## src/rtl/dct_pkg.sv

```systemverilog
// Shared types and constants for the DCT row/column sequencers.
package dct_pkg;

  localparam int unsigned ROW_LEN      = 8;
  localparam int unsigned ROWS_PER_BLK = 8;
  localparam int unsigned SAMPLE_W     = 8;
  localparam int unsigned COL_W        = $clog2(ROW_LEN);
  localparam int unsigned ROW_W        = $clog2(ROWS_PER_BLK);

  localparam logic [SAMPLE_W-1:0] LSHIFT_MASK = 8'h80;

  typedef enum logic [1:0] {
    FILL,
    ISSUE,
    WAIT,
    BLK_END
  } state_t;

  // Lane 0 holds the first sample of the row.
  typedef logic [ROW_LEN-1:0][SAMPLE_W-1:0] row_t;

  // Unsigned pixel to two's-complement by flipping the MSB (x - 128).
  function automatic logic [SAMPLE_W-1:0] level_shift(input logic [SAMPLE_W-1:0] d,
                                                      input bit en);
    return en ? (d ^ LSHIFT_MASK) : d;
  endfunction

endpackage

```

## src/rtl/dct_row_seq_if.sv

```systemverilog
// Pixel stream and row-datapath handshake bundle for the DCT row sequencer.
interface dct_row_seq_if;
  import dct_pkg::*;

  logic                 s_valid;
  logic [SAMPLE_W-1:0]  s_data;
  logic                 s_ready;
  logic                 dp_start;
  row_t                 dp_row;
  logic [ROW_W-1:0]     dp_row_idx;
  logic                 dp_done;

  modport master (
    input  s_valid, s_data, dp_done,
    output s_ready, dp_start, dp_row, dp_row_idx
  );

  modport slave (
    output s_valid, s_data, dp_done,
    input  s_ready, dp_start, dp_row, dp_row_idx
  );

endinterface

```

## src/rtl/dct_wdog.sv

```systemverilog
// Loadable up-counter with clear/enable; tc_c flags the TIMEOUT-1 terminal count.
module dct_wdog #(
  parameter int unsigned TIMEOUT = 64,
  parameter int unsigned W       = 16
) (
  input  logic         clk,
  input  logic         rst,
  input  logic         clr,
  input  logic         en,
  input  logic         load,
  input  logic [W-1:0] load_val,
  output logic         tc_c
);

  logic [W-1:0] cnt;

  // Clear has priority over load, load over count.
  always_ff @(posedge clk) begin
    if (rst)       cnt <= '0;
    else if (clr)  cnt <= '0;
    else if (load) cnt <= load_val;
    else if (en)   cnt <= cnt + W'(1);
  end

  assign tc_c = (cnt == W'(TIMEOUT - 1));

endmodule

```

## src/rtl/dct_row_seq.sv

```systemverilog
// Row sequencer: packs pixels into 8-sample rows, launches them into the 1-D DCT
// datapath, counts rows per 8x8 block and aborts a block when the datapath stalls.
module dct_row_seq
  import dct_pkg::*;
#(
  parameter bit          LSHIFT  = 1'b1,
  parameter int unsigned TIMEOUT = 64,
  parameter int unsigned CNT_W   = 16
) (
  input  logic              clk,
  input  logic              rst,
  dct_row_seq_if.master     bus,
  output logic              blk_done,
  output logic [CNT_W-1:0]  blk_cnt,
  output logic              busy,
  output logic              err,
  input  logic              err_clr
);

  localparam int unsigned WD_W = 16;

  state_t             state, state_next;
  logic [COL_W-1:0]   col, col_next;
  logic [ROW_W-1:0]   row, row_next;
  row_t               buf_q, buf_next;
  logic [CNT_W-1:0]   blk_cnt_next;
  logic               err_next;
  logic               timeout;
  logic               wd_tc;

  dct_wdog #(
    .TIMEOUT (TIMEOUT),
    .W       (WD_W)
  ) u_wdog (
    .clk      (clk),
    .rst      (rst),
    .clr      (state == ISSUE),
    .en       (state == WAIT),
    .load     (1'b0),
    .load_val (WD_W'(0)),
    .tc_c     (wd_tc)
  );

  // Next-state and datapath bookkeeping.
  always_comb begin
    state_next   = state;
    col_next     = col;
    row_next     = row;
    buf_next     = buf_q;
    blk_cnt_next = blk_cnt;
    err_next     = err;
    timeout      = 1'b0;

    case (state)
      FILL: begin
        if (bus.s_valid) begin
          buf_next[col] = level_shift(bus.s_data, LSHIFT);
          if (col == COL_W'(ROW_LEN - 1)) begin
            col_next   = '0;
            state_next = ISSUE;
          end else begin
            col_next = col + COL_W'(1);
          end
        end
      end
      ISSUE: state_next = WAIT;
      WAIT: begin
        // A done pulse on the terminal-count cycle still counts as success.
        if (bus.dp_done) begin
          if (row == ROW_W'(ROWS_PER_BLK - 1)) begin
            row_next     = '0;
            blk_cnt_next = blk_cnt + CNT_W'(1);
            state_next   = BLK_END;
          end else begin
            row_next   = row + ROW_W'(1);
            state_next = FILL;
          end
        end else if (wd_tc) begin
          timeout    = 1'b1;
          row_next   = '0;
          col_next   = '0;
          state_next = FILL;
        end
      end
      BLK_END: state_next = FILL;
      default: state_next = FILL;
    endcase

    if (err_clr) err_next = 1'b0;
    if (timeout) err_next = 1'b1;
  end

  // State and registered outputs; outputs are decoded from the next state.
  always_ff @(posedge clk) begin
    if (rst) begin
      state          <= FILL;
      col            <= '0;
      row            <= '0;
      buf_q          <= '0;
      bus.s_ready    <= 1'b1;
      bus.dp_start   <= 1'b0;
      bus.dp_row     <= '0;
      bus.dp_row_idx <= '0;
      blk_done       <= 1'b0;
      blk_cnt        <= '0;
      busy           <= 1'b0;
      err            <= 1'b0;
    end else begin
      state        <= state_next;
      col          <= col_next;
      row          <= row_next;
      buf_q        <= buf_next;
      blk_cnt      <= blk_cnt_next;
      err          <= err_next;
      bus.s_ready  <= (state_next == FILL);
      bus.dp_start <= (state_next == ISSUE);
      blk_done     <= (state_next == BLK_END);
      busy         <= (state_next != FILL) || (col_next != '0) || (row_next != '0);
      // The row handed to the datapath stays frozen while the next one fills.
      if (state_next == ISSUE) begin
        bus.dp_row     <= buf_next;
        bus.dp_row_idx <= row;
      end
    end
  end

endmodule

```

## src/flat_wrapper.sv

```systemverilog
// flat-port wrapper written by rule: the top's interface ports become plain ports
module dct_row_seq_flat import dct_pkg::*;
#(
  parameter bit          LSHIFT  = 1'b1,
  parameter int unsigned TIMEOUT = 64,
  parameter int unsigned CNT_W   = 16
)
  (clk, rst, blk_done, blk_cnt, busy, err, err_clr, bus_s_valid, bus_s_data, bus_dp_done, bus_s_ready, bus_dp_start, bus_dp_row, bus_dp_row_idx);
  dct_row_seq_if bus_i ();
  input  logic clk;
  input  logic rst;
  output logic blk_done;
  output logic [CNT_W-1:0] blk_cnt;
  output logic busy;
  output logic err;
  input  logic err_clr;
  input wire logic [$bits(bus_i.s_valid)-1:0] bus_s_valid;
  input wire logic [$bits(bus_i.s_data)-1:0] bus_s_data;
  input wire logic [$bits(bus_i.dp_done)-1:0] bus_dp_done;
  output wire logic [$bits(bus_i.s_ready)-1:0] bus_s_ready;
  output wire logic [$bits(bus_i.dp_start)-1:0] bus_dp_start;
  output wire logic [$bits(bus_i.dp_row)-1:0] bus_dp_row;
  output wire logic [$bits(bus_i.dp_row_idx)-1:0] bus_dp_row_idx;
  assign bus_i.s_valid = bus_s_valid;
  assign bus_i.s_data = bus_s_data;
  assign bus_i.dp_done = bus_dp_done;
  assign bus_s_ready = bus_i.s_ready;
  assign bus_dp_start = bus_i.dp_start;
  assign bus_dp_row = bus_i.dp_row;
  assign bus_dp_row_idx = bus_i.dp_row_idx;
  dct_row_seq #(.LSHIFT(LSHIFT), .TIMEOUT(TIMEOUT), .CNT_W(CNT_W)) u_core (.clk(clk), .rst(rst), .bus(bus_i), .blk_done(blk_done), .blk_cnt(blk_cnt), .busy(busy), .err(err), .err_clr(err_clr));
endmodule
```

## config.mk

```make
export PLATFORM = sky130hd
export DESIGN_NAME = dct_row_seq_flat
export DESIGN_NICKNAME = d
export VERILOG_FILES = /design/src/rtl/dct_pkg.sv /design/src/rtl/dct_row_seq_if.sv /design/src/rtl/dct_wdog.sv /design/src/rtl/dct_row_seq.sv /design/src/flat_wrapper.sv
export SDC_FILE = /design/constraint.sdc
export NUM_CORES = 1
export LEC_CHECK = 0
export CELL_PAD_IN_SITES_DETAIL_PLACEMENT = 1
export CELL_PAD_IN_SITES_GLOBAL_PLACEMENT = 2
export CORE_ASPECT_RATIO = 1.5
export CORE_MARGIN = 1
export CORE_UTILIZATION = 30
export CTS_CLUSTER_DIAMETER = 40
export DETAILED_ROUTE_END_ITERATION = 8
export PLACE_DENSITY_LB_ADDON = 0.1
export SYNTH_ARGS = -nofsm -noshare
export SYNTH_HDL_FRONTEND = slang
export SYNTH_HIERARCHICAL = 1
export SYNTH_SLANG_ARGS = --single-unit
```

## constraint.sdc

```tcl
create_clock -name clk -period 2 [get_ports clk]
set_input_delay 0.4 -clock clk [delete_from_list [all_inputs] [get_ports clk]]
set_output_delay 0.4 -clock clk [all_outputs]
set_load 0.005 [all_outputs]
```

==> Yosys cells after proc, flatten, opt, wreduce, memory -nomap -nowiden <==
Cells that the tools add are included.
{ "totals": {"inputBits": 13, "word_cells": 78, "regBits": 176} }
{ "classes": {"add_sub_neg": 4, "magnitude_cmp": 2, "n_mux": 25, "reduce_logical": 11, "n_eq_ne": 8, "n_bitwise": 1} }
{ "ops": {"columns": ["cell", "count"], "rows": [
  ["64-bit 2-to-1 mux", 2],
  ["64-bit bitwise mux", 1],
  ["16-bit by 1-bit adder with 16-bit output (second input constant)", 2],
  ["8-bit demux with 3-bit select", 1],
  ["3-bit 2-to-1 mux", 8],
  ["16-bit by 6-bit equality test with 1-bit output (second input constant)", 1],
  ["2-bit 2-to-1 mux", 5],
  ["8-bit 2-to-1 mux", 1],
  ["2-bit one-hot mux with 4 select lines", 1],
  ["3-bit by 1-bit adder with 3-bit output (second input constant)", 2],
  ["2-bit equality test (second input constant)", 3],
  ["3-bit equality test (second input constant)", 2],
  ["3-bit one-hot mux with 2 select lines", 1],
  ["3-bit nonzero test", 2],
  ["1-bit 2-to-1 mux", 5],
  ["2-bit by 1-bit equality test with 1-bit output (second input constant)", 2],
  ["2-bit logical NOT", 2],
  ["3-bit by 4-bit < comparator with 1-bit output (second input constant)", 1],
  ["2-bit nonzero test", 2],
  ["3-bit by 1-bit >= comparator with 1-bit output (second input constant)", 1],
  ["3-bit AND reduction", 1],
  ["1-bit logical OR", 2],
  ["2-bit OR reduction", 1],
  ["1-bit logical AND", 1],
  ["1-bit inverter", 1]
]} }

==> Longest topological paths before layout <==
{ "logic_depth": {"ltp_word": 7, "depth_mapped": 9} }

==> Hierarchy <==
Netlist, hierarchy kept.
{ "by_module_without_submodules": {"columns": ["module", "cells_each", "area_each_um2", "instances"], "rows": [
  ["dct_row_seq", 607, 5977.0, 1],
  ["dct_wdog", 109, 924.6, 1]
]} }

==> Worst setup path after synthesis <==
No wires, ideal clock.
{ "synth_path": {"path_kind": "reg2reg", "startpoint": "register u_core.state[1]", "endpoint": "register u_core.u_wdog.cnt[5]", "required_time_ns": 1.926, "path_stages_with_launch": 8, "n_path_buf": 3, "period_less_slack_ns": 1.962, "arrival_ns": 1.888, "path_slack_ns": 0.038, "path_cell_list": "dfxtp_1 buf_2 nor2b_1 clkbuf_1 buf_2 nand3_1 or4_1 a31oi_1"} }
{ "synth_via": {"elab_chain_len": 2} }
{ "synth_rtl": {"columns": ["element", "line", "source"], "rows": [
  ["start: declaration", "dct_row_seq.sv:22", "state_t state, state_next;"],
  ["start signal: assignment", "dct_row_seq.sv:109", "state <= state_next;"],
  ["2-bit by 1-bit equality test with 1-bit output", "dct_row_seq.sv:37", ".clr (state == ISSUE),"],
  ["2-bit OR reduction (no line)", null, null],
  ["end signal: assignment", "dct_wdog.sv:21", "else if (load) cnt <= load_val;"],
  ["end signal: assignment", "dct_wdog.sv:22", "else if (en) cnt <= cnt + W'(1);"],
  ["end: declaration", "dct_wdog.sv:15", "logic [W-1:0] cnt;"]
]} }
Parallel ways exist; a longest one is shown, timed or not.
A chain may end at the register's enable or synchronous reset.

==> Worst setup path after layout <==
{ "layout_path": {"startpoint": "register u_core.col[1]", "endpoint": "register u_core.bus.dp_row[21]"} }
{ "layout_via": {"elab_chain_len": 7} }
{ "layout_rtl": {"columns": ["element", "line", "source"], "rows": [
  ["start: declaration", "dct_row_seq.sv:23", "logic [COL_W-1:0] col, col_next;"],
  ["start signal: assignment", "dct_row_seq.sv:110", "col <= col_next;"],
  ["3-bit by 4-bit < comparator with 1-bit output (not written as such) / 3-bit by 1-bit >= comparator with 1-bit output (equally long branches)", "dct_row_seq.sv:57", "buf_next[col] = level_shift(bus.s_data, LSHIFT);"],
  ["1-bit logical AND (not written as such)", "dct_row_seq.sv:57", null],
  ["8-bit 2-to-1 mux (not written as such)", "dct_row_seq.sv:57", null],
  ["8-bit demux with 3-bit select", null, null],
  ["64-bit bitwise mux", "dct_row_seq.sv:57", null],
  ["64-bit 2-to-1 mux", "dct_row_seq.sv:56", "if (bus.s_valid) begin"],
  ["64-bit 2-to-1 mux", "dct_row_seq.sv:54", "case (state)"],
  ["end signal: assignment", "dct_row_seq.sv:121", "bus.dp_row <= buf_next;"],
  ["end: declaration", "dct_row_seq_if.sv:15", "output s_ready, dp_start, dp_row, dp_row_idx"]
]} }
Parallel ways exist; a longest one is shown, timed or not.

==> results.ini <==
[route]
viasPerCell = 4.83
wl_um = 18500
drt_first_iter_violations = 139
firstDrtPassIters = 4
ant_nets = 0
drc = 0
via_count = 5562
wl_per_cell_um = 16.1

[setup_path]
timing.critical_path.max_delay_family = simple AND/OR/NAND/NOR gates
arrival_ps = 2260
worstPathCellList = or3b_1, or4b_4, mux2i_1, a211oi_1
crit_type = reg -> reg
critPathBufInv = 0
endpoint_kind = register
crit_fanout = 8
slowest_stage = or4b_4
slowest_delay_ps = 670
crit_path_start_kind = register
required_ps = 2340

[floorplan]
dieArea_mm2 = 0.0236
dieHeight_um = 188
core_mm2 = 0.0225
rows = 67
io_pins = 101
die_w_um = 126
start_util_pct = 30.7

[timing]
finalMaxSlewViolations = 0
final-setup-viol-count = 0
fmax_ghz = 0.522
clock_skew_ps = 9.19
post-route-period-util_pct = 95.8
period_minus_slack_ps = 1920
hold_viol = 0

[synth]
synthArstFlopShare_pct = 0
netlist_area_mm2 = 0.00690
synth_ff_type = dfxtp_1
syn_avg_cell_area_um2 = 9.64
yosysSeqAreaShare_pct = 51.1
yosys_warnings = 6
ys_ff_latch = 176
netlist.area_leader.share_pct = 51.1
yosys-top-cells-area = dfxtp_1 51%, mux2i_1 9.7%, nor2_1 8.0%
synth_largest_area_cell = dfxtp_1
synth_cells = 716
synth_edf_count = 0
synth_cell_types = 59

[global_route]
antenna_found_initial = 0
gr-total-overflow = 0
grt_pass1_wl_um = 30400
track_usage_pct = 16.4
grt_pass1_vias = 5805
grt_max_degree = 58

[cts]
cts_buffer_depth = 2
cts_root_buffer = clkbuf_16
cts_made_buffers = 17
clk_latency_ps = 420
clk_pin_slew_ps = 70
cts_tree = yes
cts_sinks = 176
htree_levels = 4

[cells_and_area]
drive_gt1_share_pct = 14.5
final_common_cell = dfxtp_1
nFillCells = 2527
insertedDiodeCount = 0
most-common-layout-cells = 175 x dfxtp_1, 147 x nor2_1, 99 x clkdlybuf4s50_1
layout.nets = 882
finalNonFillerCells = 1151
area_growth_pct = 36.0
final_core_util_pct = 41.8

[placed_design]
place_congestion = 0.785
dp_hpwl_um = 13400
io_buffers = 100
numPlacedInstances = 1120

[run]
drv_cap = 0

[pwr]
leakage_uw = 0.00343
powerDensity_mw_per_mm2 = 796
max-vdd-ir-drop_mv = 0.485

[outcome]
status = finished, final reports clean

[worst_hold_path]
hp-class = in -> reg

layer usage:
metal | wire length [um] | part of all wire, % | up-vias | GRT usage [%]
met5 | 0 | 0 | - | 0
met4 | 159 | 0.86 | 0 | 4.63
met3 | 437 | 2.4 | 10 | 2.97
met2 | 10300 | 56 | 70 | 31.7
met1 | 7620 | 41 | 2692 | 17.9
li1 | - | - | 2790 | -
final timing paths:
| kind | start | end | slack [ps] | cells after the start |
|---|---|---|---|---|
| setup / recovery | u_core/col[1]$_SDFF_PP0_ | u_core/bus.dp_row[21]$_SDFFE_PP0P_ | 80 | 4 |
| hold / removal | rst | u_core/blk_cnt[9]$_SDFFE_PP0P_ | 290 | 2 |
| setup reg to reg | u_core/col[1]$_SDFF_PP0_ | u_core/bus.dp_row[21]$_SDFFE_PP0P_ | 80 | 4 |
| hold reg to reg | u_core/bus.dp_row_idx[0]$_SDFFE_PP0P_ | u_core/bus.dp_row_idx[0]$_SDFFE_PP0P_ | 460 | 2 |
registers in the layout, summed over array words and instances, names as in the netlist:
register	flops
u_core/bus.s_ready	1
u_core/blk_cnt	16
u_core/busy	1
u_core/bus.dp_start	1
u_core/u_wdog/cnt	16
u_core/col	3
u_core/state	2
u_core/err	1
u_core/bus.dp_row_idx	3
u_core/blk_done	1
u_core/bus.dp_row	64
u_core/row	3
u_core/buf_q	64
cell families after synthesis:
group	Yosys count	share of synthesized area, %
flip-flops	176	51.1
buffers and inverters	61	3.90
XOR/XNOR	22	2.79
adder cells (fa/ha/maj)	6	1.09
AND/OR/NAND/NOR	259	19.0
multiplexers	70	10.4
AO/OA/AOI/OAI	121	11.7
other	1	0.0543
timing repair:
item	4_1_cts	5_1_grt
setup buffers	0	0
setup endpoints to repair	12	15
hold buffers	0	0
gates resized for setup	4	7
pin swaps	1	3
Yosys cell counts, drive strengths merged (6+ instances only):
cell type,instances
o21ai,17
inv,7
nand2b,13
nor2,151
nor2b,6
xnor2,14
buf,13
a21oi,28
mux2i,68
nand2,16
ha,6
xor2,8
a22oi,11
nand3,16
clkbuf,41
nand4,9
dfxtp,176
a211oi,54
nor3,11
nor4,7
area by class of cell:
type	count	area [um2]	share of cell area (%)
clock buffers	17	425	4.53
clock inverters	14	201	2.15
inverters	7	26.3	0.280
multi-input cells	495	3220	34.3
flip-flops and latches	176	3520	37.6
well taps	276	345	3.68
repair buffers	166	1640	17.5
stage by stage:
step | TNS (ps) | cell area [um2] | hold slack (ps) | total power (uW) | setup WS (ps)
2_1_floorplan | 0 | 6960 | 453 | 3890 | 37.7
3_3_place_gp | -6720 | 8710 | 452 | 4040 | -138
3_5_place_dp | -11950 | 8710 | 457 | 4050 | -214
4_1_cts | 0 | 9350 | 271 | 7600 | 10.5
5_1_grt | -1.12 | 9380 | 296 | 7780 | -1.12
6_report | 0 | 9380 | 292 | 7470 | 83.6
power breakdown:
| part | switching, uW | leakage, uW | total (uW) | internal, uW |
|---|---|---|---|---|
| clock | 1480 | 0.000304 | 3500 | 2010 |
| combinational | 224 | 0.00170 | 389 | 165 |
| sequential | 29.0 | 0.00142 | 3580 | 3550 |
Note: power is estimated with default switching activity, not from simulation.
==> variant, RTL diff (config.mk and constraints unchanged) <==
Change the package constant `ROWS_PER_BLK` from 8 to 16.
--- a/src/rtl/dct_pkg.sv
+++ b/src/rtl/dct_pkg.sv
@@ -2,7 +2,7 @@
 package dct_pkg;
 
   localparam int unsigned ROW_LEN      = 8;
-  localparam int unsigned ROWS_PER_BLK = 8;
+  localparam int unsigned ROWS_PER_BLK = 16;
   localparam int unsigned SAMPLE_W     = 8;
   localparam int unsigned COL_W        = $clog2(ROW_LEN);
   localparam int unsigned ROW_W        = $clog2(ROWS_PER_BLK);
Interface: changed (resized bus_dp_row_idx); port bits go from 101 to 102. The function was not compared with the original's and may differ.
==> variant against the unedited design <==
Area after synthesis rose by 0.15%. Power rose by 1.7%. Wire length rose by 2.3%. Utilization fell by 0.13 points. Worst setup slack improved by 0.033 ns. Cell count rose by 0.70%. Sequential cell count rose by 2. Cell area fell by 0.31%. Critical endpoint is now u_core/busy$_SDFF_PP0_.
==> variant: results (changes against the unedited design) <==
Met2 Wirelength=10,300 um (about the same); hold_ws=0.413 ns (was 0.292 ns); Setup WS pre-CTS=-0.262 ns (was -0.214 ns); sequential area share after synthesis=0.516 (was 0.511); Reg2Reg Depth=7 (was 4); status=finished, final reports clean (unchanged); WL met3=518 um (was 437 um); Fillers=2,545 (was 2,527); first-pass GRT wire length=30,600 um (was 30,400 um); met1 wire length=7840 um (was 7620 um); static leakage=3.27 nW (was 3.43 nW); slowest library cell on the worst path=dfxtp_1 (was or4b_4); post-synthesis mux area share=0.0956 (was 0.104); CP endpoint=u_core/busy$_SDFF_PP0_ (was u_core/bus.dp_row[21]$_SDFFE_PP0P_); most common library cells after synthesis=178 x dfxtp_1, 161 x nor2_1, 66 x mux2i_1 (was 176 x dfxtp_1, 147 x nor2_1, 67 x mux2i_1); 1st-iter DRT viols=147 (was 139); DP Cell Count=1,127 (was 1,120); share of cells above drive strength 1=0.133 (was 0.145); worst hold stages=3 (was 2); Max rail drop VDD=0.000559 V (was 0.000485 V); CP peak stage delay=0.39 ns (was 0.67 ns); gp weighted congestion=0.780 (was 0.785); Synth area leaders=dfxtp_1 52%, mux2i_1 9.6%, nor2_1 8.7%, a211oi_1 6.2%, xnor2_1 2.5% (was dfxtp_1 51%, mux2i_1 9.7%, nor2_1 8.0%, a211oi_1 5.9%, clkbuf_1 2.2%); worst setup path startpoint=u_core/u_wdog/cnt[5]$_SDFFE_PP0P_ (was u_core/col[1]$_SDFF_PP0_); number of global-route vias before repair=5,928 (was 5,805); DRT Wirelength=18,900 um (was 18,500 um); vias per inst=4.89 (was 4.83); GR Util met3=0.0379 (was 0.0297); Cell Area, Placed=8670 um^2 (was 8710 um^2); FF-to-FF Start=u_core/u_wdog/cnt[5]$_SDFFE_PP0P_ (was u_core/col[1]$_SDFF_PP0_); number of port buffers=101 (was 100); largest net degree at the start of global routing=93 (was 58); CP Data Arrival Time=2.18 ns (was 2.26 ns)
[variant: changes by cell type in the layout (fill, tap and decap cells not counted), sizes merged, moves of 5 or more]
| cell | delta |
|---|---|
| a211oi | +11 |
| inv | -5 |
| a21oi | +5 |
| nand2b | -8 |
| nor2 | +15 |
| xnor2 | +6 |
| nand2 | +13 |
| buf | -9 |
| a22oi | -10 |
| clkbuf | +5 |
[variant: report_power, final]
group          internal [mW]  switching [mW]
combinational          0.151           0.221
clock                   2.22            1.38
sequential              3.59          0.0372
total                   5.96            1.63
[variant: cell type report]
type	instances	area, um^2	area share
Clock buffer	22	484	0.0518
Clock inverter	9	151	0.0162
Inverter	7	26.3	0.00281
Multi-Input combinational cell	509	3210	0.343
Sequential cell	178	3560	0.381
Tap cell	276	345	0.0369
Timing Repair Buffer	158	1570	0.168
[variant: repair_timing]
item                                    CTS  global route
resized for setup                         4             6
pin swaps                                 1             1
endpoints found under the setup margin    1             3
cloned                                    0             0
setup buffers                             0             1
hold buffers                              0             0
